--- src/rtl/mem_ctrl_pkg.sv ---
// Shared types, default widths and a small helper for the memory port arbiter.
package mem_ctrl_pkg;

    // Default word-address and data widths of the instruction/data memory.
    localparam int unsigned DEF_ADDR_W = 30;
    localparam int unsigned DEF_DATA_W = 32;

    // Transaction sequencer states.
    typedef enum logic [1:0] {
        IDLE,
        ISSUE,
        RD_WAIT,
        DONE
    } mem_state_t;

    // Identity of the granted requester.
    typedef enum logic {
        GNT_INSTR,
        GNT_DATA
    } grant_t;

    // The port that did not win last time; used to break ties.
    function automatic grant_t other_port(input grant_t g);
        return (g == GNT_INSTR) ? GNT_DATA : GNT_INSTR;
    endfunction

endpackage

--- src/rtl/rr_arbiter2.sv ---
// Two-way round-robin arbiter: bit 0 is the fetch port, bit 1 the data port.
// The grant is combinational; the last-grant history advances only when the
// consumer accepts a grant.
module rr_arbiter2
    import mem_ctrl_pkg::*;
(
    input  logic       clk,
    input  logic       rst,
    input  logic [1:0] req,
    input  logic       advance,
    output grant_t     gnt,
    output logic       any_req
);

    grant_t last_grant_q;

    assign any_req = |req;

    // Pick the single requester, or on a tie the one that did not win last.
    always_comb begin
        gnt = GNT_INSTR;
        case (req)
            2'b01:   gnt = GNT_INSTR;
            2'b10:   gnt = GNT_DATA;
            2'b11:   gnt = other_port(last_grant_q);
            default: gnt = GNT_INSTR;
        endcase
    end

    // Remember the most recent winner; reset to DATA so fetch wins the first tie.
    always_ff @(posedge clk or posedge rst) begin
        if (rst) begin
            last_grant_q <= GNT_DATA;
        end else if (advance && any_req) begin
            last_grant_q <= gnt;
        end
    end

endmodule

--- src/rtl/mem_port_arbiter.sv ---
// Two-master front end for a single-port synchronous memory with a one-cycle
// registered read. Fetch and data requests are arbitrated round-robin, the
// winning request is latched and issued to the memory port, and the result is
// returned to the winner with a single-cycle acknowledge.
module mem_port_arbiter
    import mem_ctrl_pkg::*;
#(
    parameter int unsigned ADDR_W = DEF_ADDR_W,
    parameter int unsigned DATA_W = DEF_DATA_W
) (
    input  logic              clk,
    input  logic              rst,
    // Instruction fetch port (read only)
    input  logic              i_req,
    input  logic [ADDR_W-1:0] i_addr,
    output logic              i_ack,
    output logic [DATA_W-1:0] i_rdata,
    // Data load/store port
    input  logic              d_req,
    input  logic              d_we,
    input  logic [ADDR_W-1:0] d_addr,
    input  logic [DATA_W-1:0] d_wdata,
    output logic              d_ack,
    output logic [DATA_W-1:0] d_rdata,
    // Memory port
    output logic [ADDR_W-1:0] mem_addr,
    output logic [DATA_W-1:0] mem_wdata,
    output logic              mem_wr_en,
    input  logic [DATA_W-1:0] mem_rdata
);

    mem_state_t state_q;
    mem_state_t state_d;

    grant_t     gnt;
    grant_t     win_q;
    logic       any_req;
    logic       advance;
    logic       lat_we_q;
    logic [1:0] req_vec;

    assign req_vec = {d_req, i_req};

    // Requests are only looked at in IDLE; DONE deliberately ignores them so a
    // held request becomes a fresh transaction one cycle later.
    assign advance = (state_q == IDLE) && any_req;

    rr_arbiter2 u_arb (
        .clk     (clk),
        .rst     (rst),
        .req     (req_vec),
        .advance (advance),
        .gnt     (gnt),
        .any_req (any_req)
    );

    // State register.
    always_ff @(posedge clk or posedge rst) begin
        if (rst) begin
            state_q <= IDLE;
        end else begin
            state_q <= state_d;
        end
    end

    // Next-state: reads take an extra cycle for the registered memory output.
    always_comb begin
        state_d = state_q;
        case (state_q)
            IDLE: begin
                if (any_req) begin
                    state_d = ISSUE;
                end
            end
            ISSUE:   state_d = lat_we_q ? DONE : RD_WAIT;
            RD_WAIT: state_d = DONE;
            DONE:    state_d = IDLE;
            default: state_d = IDLE;
        endcase
    end

    // Outputs decoded from state: write strobe in ISSUE, winner's ack in DONE.
    // Being purely state-decoded, both drop as soon as reset clears the state.
    always_comb begin
        i_ack     = 1'b0;
        d_ack     = 1'b0;
        mem_wr_en = 1'b0;
        case (state_q)
            ISSUE: mem_wr_en = lat_we_q;
            DONE: begin
                if (win_q == GNT_INSTR) begin
                    i_ack = 1'b1;
                end else begin
                    d_ack = 1'b1;
                end
            end
            default: ;
        endcase
    end

    // Request latch: capture the winner's address, direction and store data.
    // mem_addr/mem_wdata are driven from these registers and hold between uses.
    always_ff @(posedge clk or posedge rst) begin
        if (rst) begin
            win_q     <= GNT_INSTR;
            lat_we_q  <= 1'b0;
            mem_addr  <= '0;
            mem_wdata <= '0;
        end else if (advance) begin
            win_q <= gnt;
            if (gnt == GNT_DATA) begin
                mem_addr <= d_addr;
                lat_we_q <= d_we;
                if (d_we) begin
                    mem_wdata <= d_wdata;
                end
            end else begin
                mem_addr <= i_addr;
                lat_we_q <= 1'b0;
            end
        end
    end

    // Read-data capture: only the winner's register changes, and only for reads
    // (stores never pass through RD_WAIT).
    always_ff @(posedge clk or posedge rst) begin
        if (rst) begin
            i_rdata <= '0;
            d_rdata <= '0;
        end else if (state_q == RD_WAIT) begin
            if (win_q == GNT_INSTR) begin
                i_rdata <= mem_rdata;
            end else begin
                d_rdata <= mem_rdata;
            end
        end
    end

endmodule
--- config.mk ---
export PLATFORM = sky130hd
export DESIGN_NAME = mem_port_arbiter
export DESIGN_NICKNAME = d
export VERILOG_FILES = /design/src/rtl/mem_ctrl_pkg.sv /design/src/rtl/rr_arbiter2.sv /design/src/rtl/mem_port_arbiter.sv
export SDC_FILE = /design/constraint.sdc
export NUM_CORES = 1
export LEC_CHECK = 0
export CAP_MARGIN = 20
export CORE_MARGIN = 5
export CORE_UTILIZATION = 44
export DETAILED_ROUTE_END_ITERATION = 16
export GPL_TIMING_DRIVEN = 0
export PLACE_DENSITY = 0.86
export SLEW_MARGIN = 20
export SYNTH_ARGS = -nofsm -noshare
export SYNTH_HDL_FRONTEND = slang
export SYNTH_HIERARCHICAL = 1
export SYNTH_SLANG_ARGS = --single-unit
--- constraint.sdc ---
create_clock -name clk -period 11 [get_ports clk]
set_clock_uncertainty 0.05 [all_clocks]
set_input_delay 2.2 -clock clk [delete_from_list [all_inputs] [get_ports clk]]
set_output_delay 2.2 -clock clk [all_outputs]
set_load 0.01 [all_outputs]
Word level (Yosys, flattened, before mapping)
Index checks and enable logic that the tools add are counted.
{"block": "word_totals", "regBits": 131, "inputBits": 129, "out_inout_bits": 129, "wordCells": 34}
{"block": "classes", "n_eq_ne": 6, "mux": 12, "n_bitwise": 1, "n_reduce_logical": 7}
{"op": "two-way mux 30 bit", "n": 1}
{"op": "== test 2 bit, second input constant", "n": 4}
{"op": "two-way mux 1 bit", "n": 8}
{"op": "one-hot mux 2 bit (4 select lines)", "n": 1}
{"op": "AND reduction 2 bit", "n": 2}
{"op": "AND reduction 3 bit", "n": 1}
{"op": "== test 2 x 1 -> 1 bit, second input constant", "n": 1}
{"op": "logical AND 1 bit", "n": 2}
{"op": "zero test 2 bit", "n": 1}
{"op": "two-way mux 2 bit", "n": 1}
{"op": "!= test 2 bit, second input constant", "n": 1}
{"op": "one-hot mux 1 bit (2 select lines)", "n": 1}
{"op": "OR reduction 2 bit", "n": 1}
{"op": "inverter 1 bit", "n": 1}

Logic depth before layout (Yosys ltp)
{"block": "depth", "depth_word": 3, "depth_mapped": 7, "mapped_depth_nobuf": 5}

Cells and area by module
The synthesis kept the hierarchy.
{"mod": "mem_port_arbiter", "n_inst": 1, "cells_each": 361, "area_per_inst_um2": 5313.8, "seq_area_each_um2": 3253.1}
{"mod": "rr_arbiter2", "n_inst": 1, "cells_each": 6, "area_per_inst_um2": 55.1, "seq_area_each_um2": 26.3}

Least setup slack after synthesis
OpenSTA, ideal clock, no wires.
{"block": "synth_path", "kind": "input-to-reg", "from": "input d_req", "to": "register mem_wdata[10]", "setup_ns": 0.125, "t_arrival_ns": 3.304, "required_ns": 10.825, "path_slack_ns": 7.521, "stages": 6, "cell_sequence": "or2_1 and2_1 buf_4 nand3_4 buf_6 mux2_4"}
{"block": "synth_between", "elab_chain_cells": 3, "word_cells_on_any_way": 6, "cone_classes": "eq/ne: 2; mux: 1; reduce/logical: 3"}
{"element": "from (decl)", "line_no": "mem_port_arbiter.sv:19", "source": "input logic d_req,"}
{"element": "== test 2 bit or OR reduction 2 bit (tied branches)", "line_no": "rr_arbiter2.sv:22, rr_arbiter2.sv:17"}
{"element": "one-hot mux 1 bit (2 select lines) or logical AND 1 bit (tied branches)", "line_no": "rr_arbiter2.sv:22, mem_port_arbiter.sv:46"}
{"element": "AND reduction 3 bit (no line) *"}
{"element": "to (signal assigned)", "line_no": "mem_port_arbiter.sv:115", "source": "mem_wdata <= d_wdata;"}
{"element": "to (decl)", "line_no": "mem_port_arbiter.sv:27", "source": "output logic [DATA_W-1:0] mem_wdata,"}
Every way passes the cells marked *; elsewhere a longest branch is shown, timed or not.
A chain may end at the register's enable or synchronous reset.

Final worst setup path
{"block": "layout_path", "from": "register state_q[1]", "to": "output mem_wr_en"}
{"block": "layout_between", "elab_chain_cells": 2}
{"element": "from (decl)", "line_no": "mem_port_arbiter.sv:32", "source": "mem_state_t state_q;"}
{"element": "from (signal assigned)", "line_no": "mem_port_arbiter.sv:62", "source": "state_q <= state_d;"}
{"element": "== test 2 x 1 -> 1 bit", "line_no": "mem_port_arbiter.sv:88", "source": "case (state_q)"}
{"element": "two-way mux 1 bit", "line_no": "mem_port_arbiter.sv:88"}
{"element": "to (decl)", "line_no": "mem_port_arbiter.sv:28", "source": "output logic mem_wr_en,"}
Every way passes these cells.

==> results.toml <==
[run_status]
outcome = "completed"

[detailed_routing]
via_count = 3959
drt_first_pass_iters = 6
wl_um = 14900
drc_errors = 0
detailed_route_wire_length_per_cell_um = 18.5
dr.first_iter.drc_count = 166
avgViaCountPerCell = 4.92
final_antenna_net_count = 0

[pwr]
power_density_nw_per_um2 = 293
peak_supply_drop_uv = 148
p_leak_nw = 3.78
design_power_total_mw = 2.55

[hold_path]
timing.hold.worst.class = "reg -> reg"

[synth]
synth-compound-area-share = 0.0359
synth_top_area_frac = 0.606
ys_async_sr_fraction = 1.00
synth_simple_gate_area_share = 0.0352
synth-edff-count = 0
synth_cell_types = 25
syn-instance-count = 367
synth_seq_area_share = 0.611
largest_family_of_logic_cells_by_synthesized_area = "multiplexers"
post_synth_fa_ha_maj_area_fraction = 0.0117
ys_dominant_reg_cell = "sky130_fd_sc_hd__dfrtp_1"
netlist_area_um2 = 5370
synth_xor_area_frac = 0
synth_warnings = 6
mappedNetlistNets = 501
cell_types_occupying_the_most_area_after_synthesis = "sky130_fd_sc_hd__dfrtp_1, sky130_fd_sc_hd__mux2_2, sky130_fd_sc_hd__mux2_4"
post_synth_mux_area_share = 0.280
mapped_avg_cell_area_um2 = 14.6
synth.ff_latch_count = 131
synth_largest_area_cell = "sky130_fd_sc_hd__dfrtp_1"

[run]
drv_cap = 0

[floorplan]
floorplan.initialDensity = 0.447
ios = 258
fp-row-count = 40
die-area_um2 = 14500
core-area_um2 = 12000
die_h_um = 120
die_w_um = 120

[setup_path]
reg2reg_setup_slack_ns = 9.09
worstSetupStartpointType = "register"
crit_path_top_delay_cell = "sky130_fd_sc_hd__clkdlybuf4s50_1"
timing.critical_path.required_ns = 8.75
path_class = "reg -> out"
endpoint_kind = "primary output"
crit_fanout = 4
crit_buf_inv = 2
cpLargestDelayFamily = "buffers and inverters"
cp_slowest_stage_delay_ns = 0.57
worst_ep_arrival_time_ns = 1.79
critical_path.cell_chain = "inv_1 > ha_1 > and2_1 > clkdlybuf4s50_1"

[cells_and_area]
synthesis_to_finish_area_growth_pct = 62.2
fraction_of_layout_cells_with_a_size_suffix_above_1 = 0.216
nNetsFinal = 778
insertedDiodeCount = 0

[clock_tree]
clk_root_buffer_cell = "sky130_fd_sc_hd__clkbuf_16"
tritoncts.num_buffers = 17
cts.clk_slew.worst_paths_ns = 0.06
clk_latency_ns = 0.41
clock_tree.buffer_depth = 2
cts.repair.resized = 0
cts_num_sinks = 131
cts_tree = "done"
post-cts-setup-buffer-count = 0
post_cts_hold_buffer_count = 0
number_of_levels_in_the_clock_h_tree = 4

[sta]
unrepaired_setup_endpoints_after_global_routing = "no"
max-slew-margin-rel = 0.651
fmax_mhz = 248
timing.setup.tns_ns = 0
final_period_minus_worst_setup_slack_ns = 4.04
timing.final.max_slew_violations = 0
finalSetupViolations = 0
setup_ws_ns = 6.96
worst-slew-pin-transition_ns = 0.523
post-route-period-util = 0.367
hold_viol_final = 0

[placed_design]
placement.io_buffers = 257
detailedPlace.worstSlack_ns = 6.93
place_congestion = 0.772
hpwl_after_detailed_placement_um = 11400

[grt]
number_of_antenna_violations_at_the_first_check_in_global_routing = 0
grt_max_degree = 80
first_pass_grt_wire_length_um = 23600
grt_pass1_vias = 4484
globalRouteTotalUtil = 0.211
gr-total-overflow = 0
power by group:
part / internal [mW] / leakage [nW] / switching (mW)
combinational: 0.710 / 1.98 / 0.449
clock: 0.320 / 0.269 / 0.200
sequential: 0.730 / 1.53 / 0.139
metrics by stage:
stage	area (um2)	cells	hold WS, ns	util
5_1_grt	8710	804	0.462	0.725
2_1_floorplan	5370	367	0.453	-
4_1_cts	8710	804	0.451	0.725
6_report	8710	804	0.449	0.725
3_5_place_dp	8160	772	0.433	0.679
3_3_place_gp	8130	771	0.419	0.676
sequential cells by signal (all words and copies together), names as in the netlist:
name,count
d_rdata,32
i_rdata,32
mem_wdata,32
mem_addr,30
state_q,2
lat_we_q,1
u_arb/last_grant_q,1
win_q,1
kinds of logic (layout without fill, tap and decap cells):
kind of cell             count (synthesis)  count (layout)
AO/OA/AOI/OAI                           37              37
adder cells (fa/ha/maj)                  5               5
buffers and inverters                   26             316
flip-flops                             131             131
multiplexers                           127             127
AND/OR/NAND/NOR                         41              41
cell usage in the layout, fill, tap and decap left out, types with 3 or more instances in the layout:
master	Yosys	final
sky130_fd_sc_hd__buf_4	4	4
sky130_fd_sc_hd__buf_2	7	7
sky130_fd_sc_hd__buf_6	3	3
sky130_fd_sc_hd__dfrtp_1	130	130
sky130_fd_sc_hd__mux2i_1	30	30
sky130_fd_sc_hd__a21oi_1	31	31
sky130_fd_sc_hd__inv_1	5	4
sky130_fd_sc_hd__mux2_2	66	66
sky130_fd_sc_hd__and2_1	3	3
sky130_fd_sc_hd__clkdlybuf4s50_1	0	257
sky130_fd_sc_hd__mux2_4	29	29
sky130_fd_sc_hd__ha_1	5	5
sky130_fd_sc_hd__clkbuf_16	0	17
sky130_fd_sc_hd__o21ai_0	3	3
sky130_fd_sc_hd__clkinv_2	0	6
sky130_fd_sc_hd__nor2_1	30	30
sky130_fd_sc_hd__clkbuf_1	7	10
path summary, 6_finish.rpt:
kind / from / end / cells past startpoint
worst min-delay path: i_rdata[2] / i_rdata[2] / 1
min in group asynchronous: rst / u_arb/last_grant_q / 2
max in group asynchronous: rst / d_rdata[21] / 3
worst max-delay path: state_q[1] / mem_wr_en / 4
worst max register to register: state_q[0] / u_arb/last_grant_q / 7
worst min register to register: i_rdata[2] / i_rdata[2] / 1
final cells by class:
type                            count  area (um2)
Tap cell                          147         184
Multi-Input combinational cell    210        1950
Sequential cell                   131        3280
Buffer                             21         125
Clock buffer                       22         464
Timing Repair Buffer              258        2600
Inverter                            5        23.8
Fill cell                         795        3310
Clock inverter                     10        83.8
cells in the mapped netlist (2+ instances only):
master and number:
sky130_fd_sc_hd__buf_2 7, sky130_fd_sc_hd__a21oi_1 31, sky130_fd_sc_hd__mux2_1 2, sky130_fd_sc_hd__inv_1 5, sky130_fd_sc_hd__buf_4 4, sky130_fd_sc_hd__dfrtp_1 130, sky130_fd_sc_hd__clkbuf_1 7, sky130_fd_sc_hd__nand2_1 2
sky130_fd_sc_hd__ha_1 5, sky130_fd_sc_hd__mux2_2 66, sky130_fd_sc_hd__mux2i_1 30, sky130_fd_sc_hd__and2_1 3, sky130_fd_sc_hd__mux2_4 29, sky130_fd_sc_hd__nor2_1 30, sky130_fd_sc_hd__o21ai_0 3, sky130_fd_sc_hd__nor2b_1 2
sky130_fd_sc_hd__buf_6 3
worst reg2reg max path, delay by kind of cell, from the launching register on:
family | cells | cell delay (ns)
flip-flops | 1 | 0.41
buffers and inverters | 3 | 0.76
adder cells (fa/ha/maj) | 1 | 0.19
AO/OA/AOI/OAI | 2 | 0.31
AND/OR/NAND/NOR | 1 | 0.13
routing by layer:
| layer | global-route usage | up-vias | part of all wire |
|---|---|---|---|
| met5 | 0 | - | 0 |
| met4 | 0.0914 | 0 | 0.028 |
| met1 | 0.237 | 1923 | 0.38 |
| li1 | - | 1823 | - |
| met2 | 0.358 | 179 | 0.51 |
| met3 | 0.0804 | 34 | 0.089 |
Power figures use the tool's default switching activity.
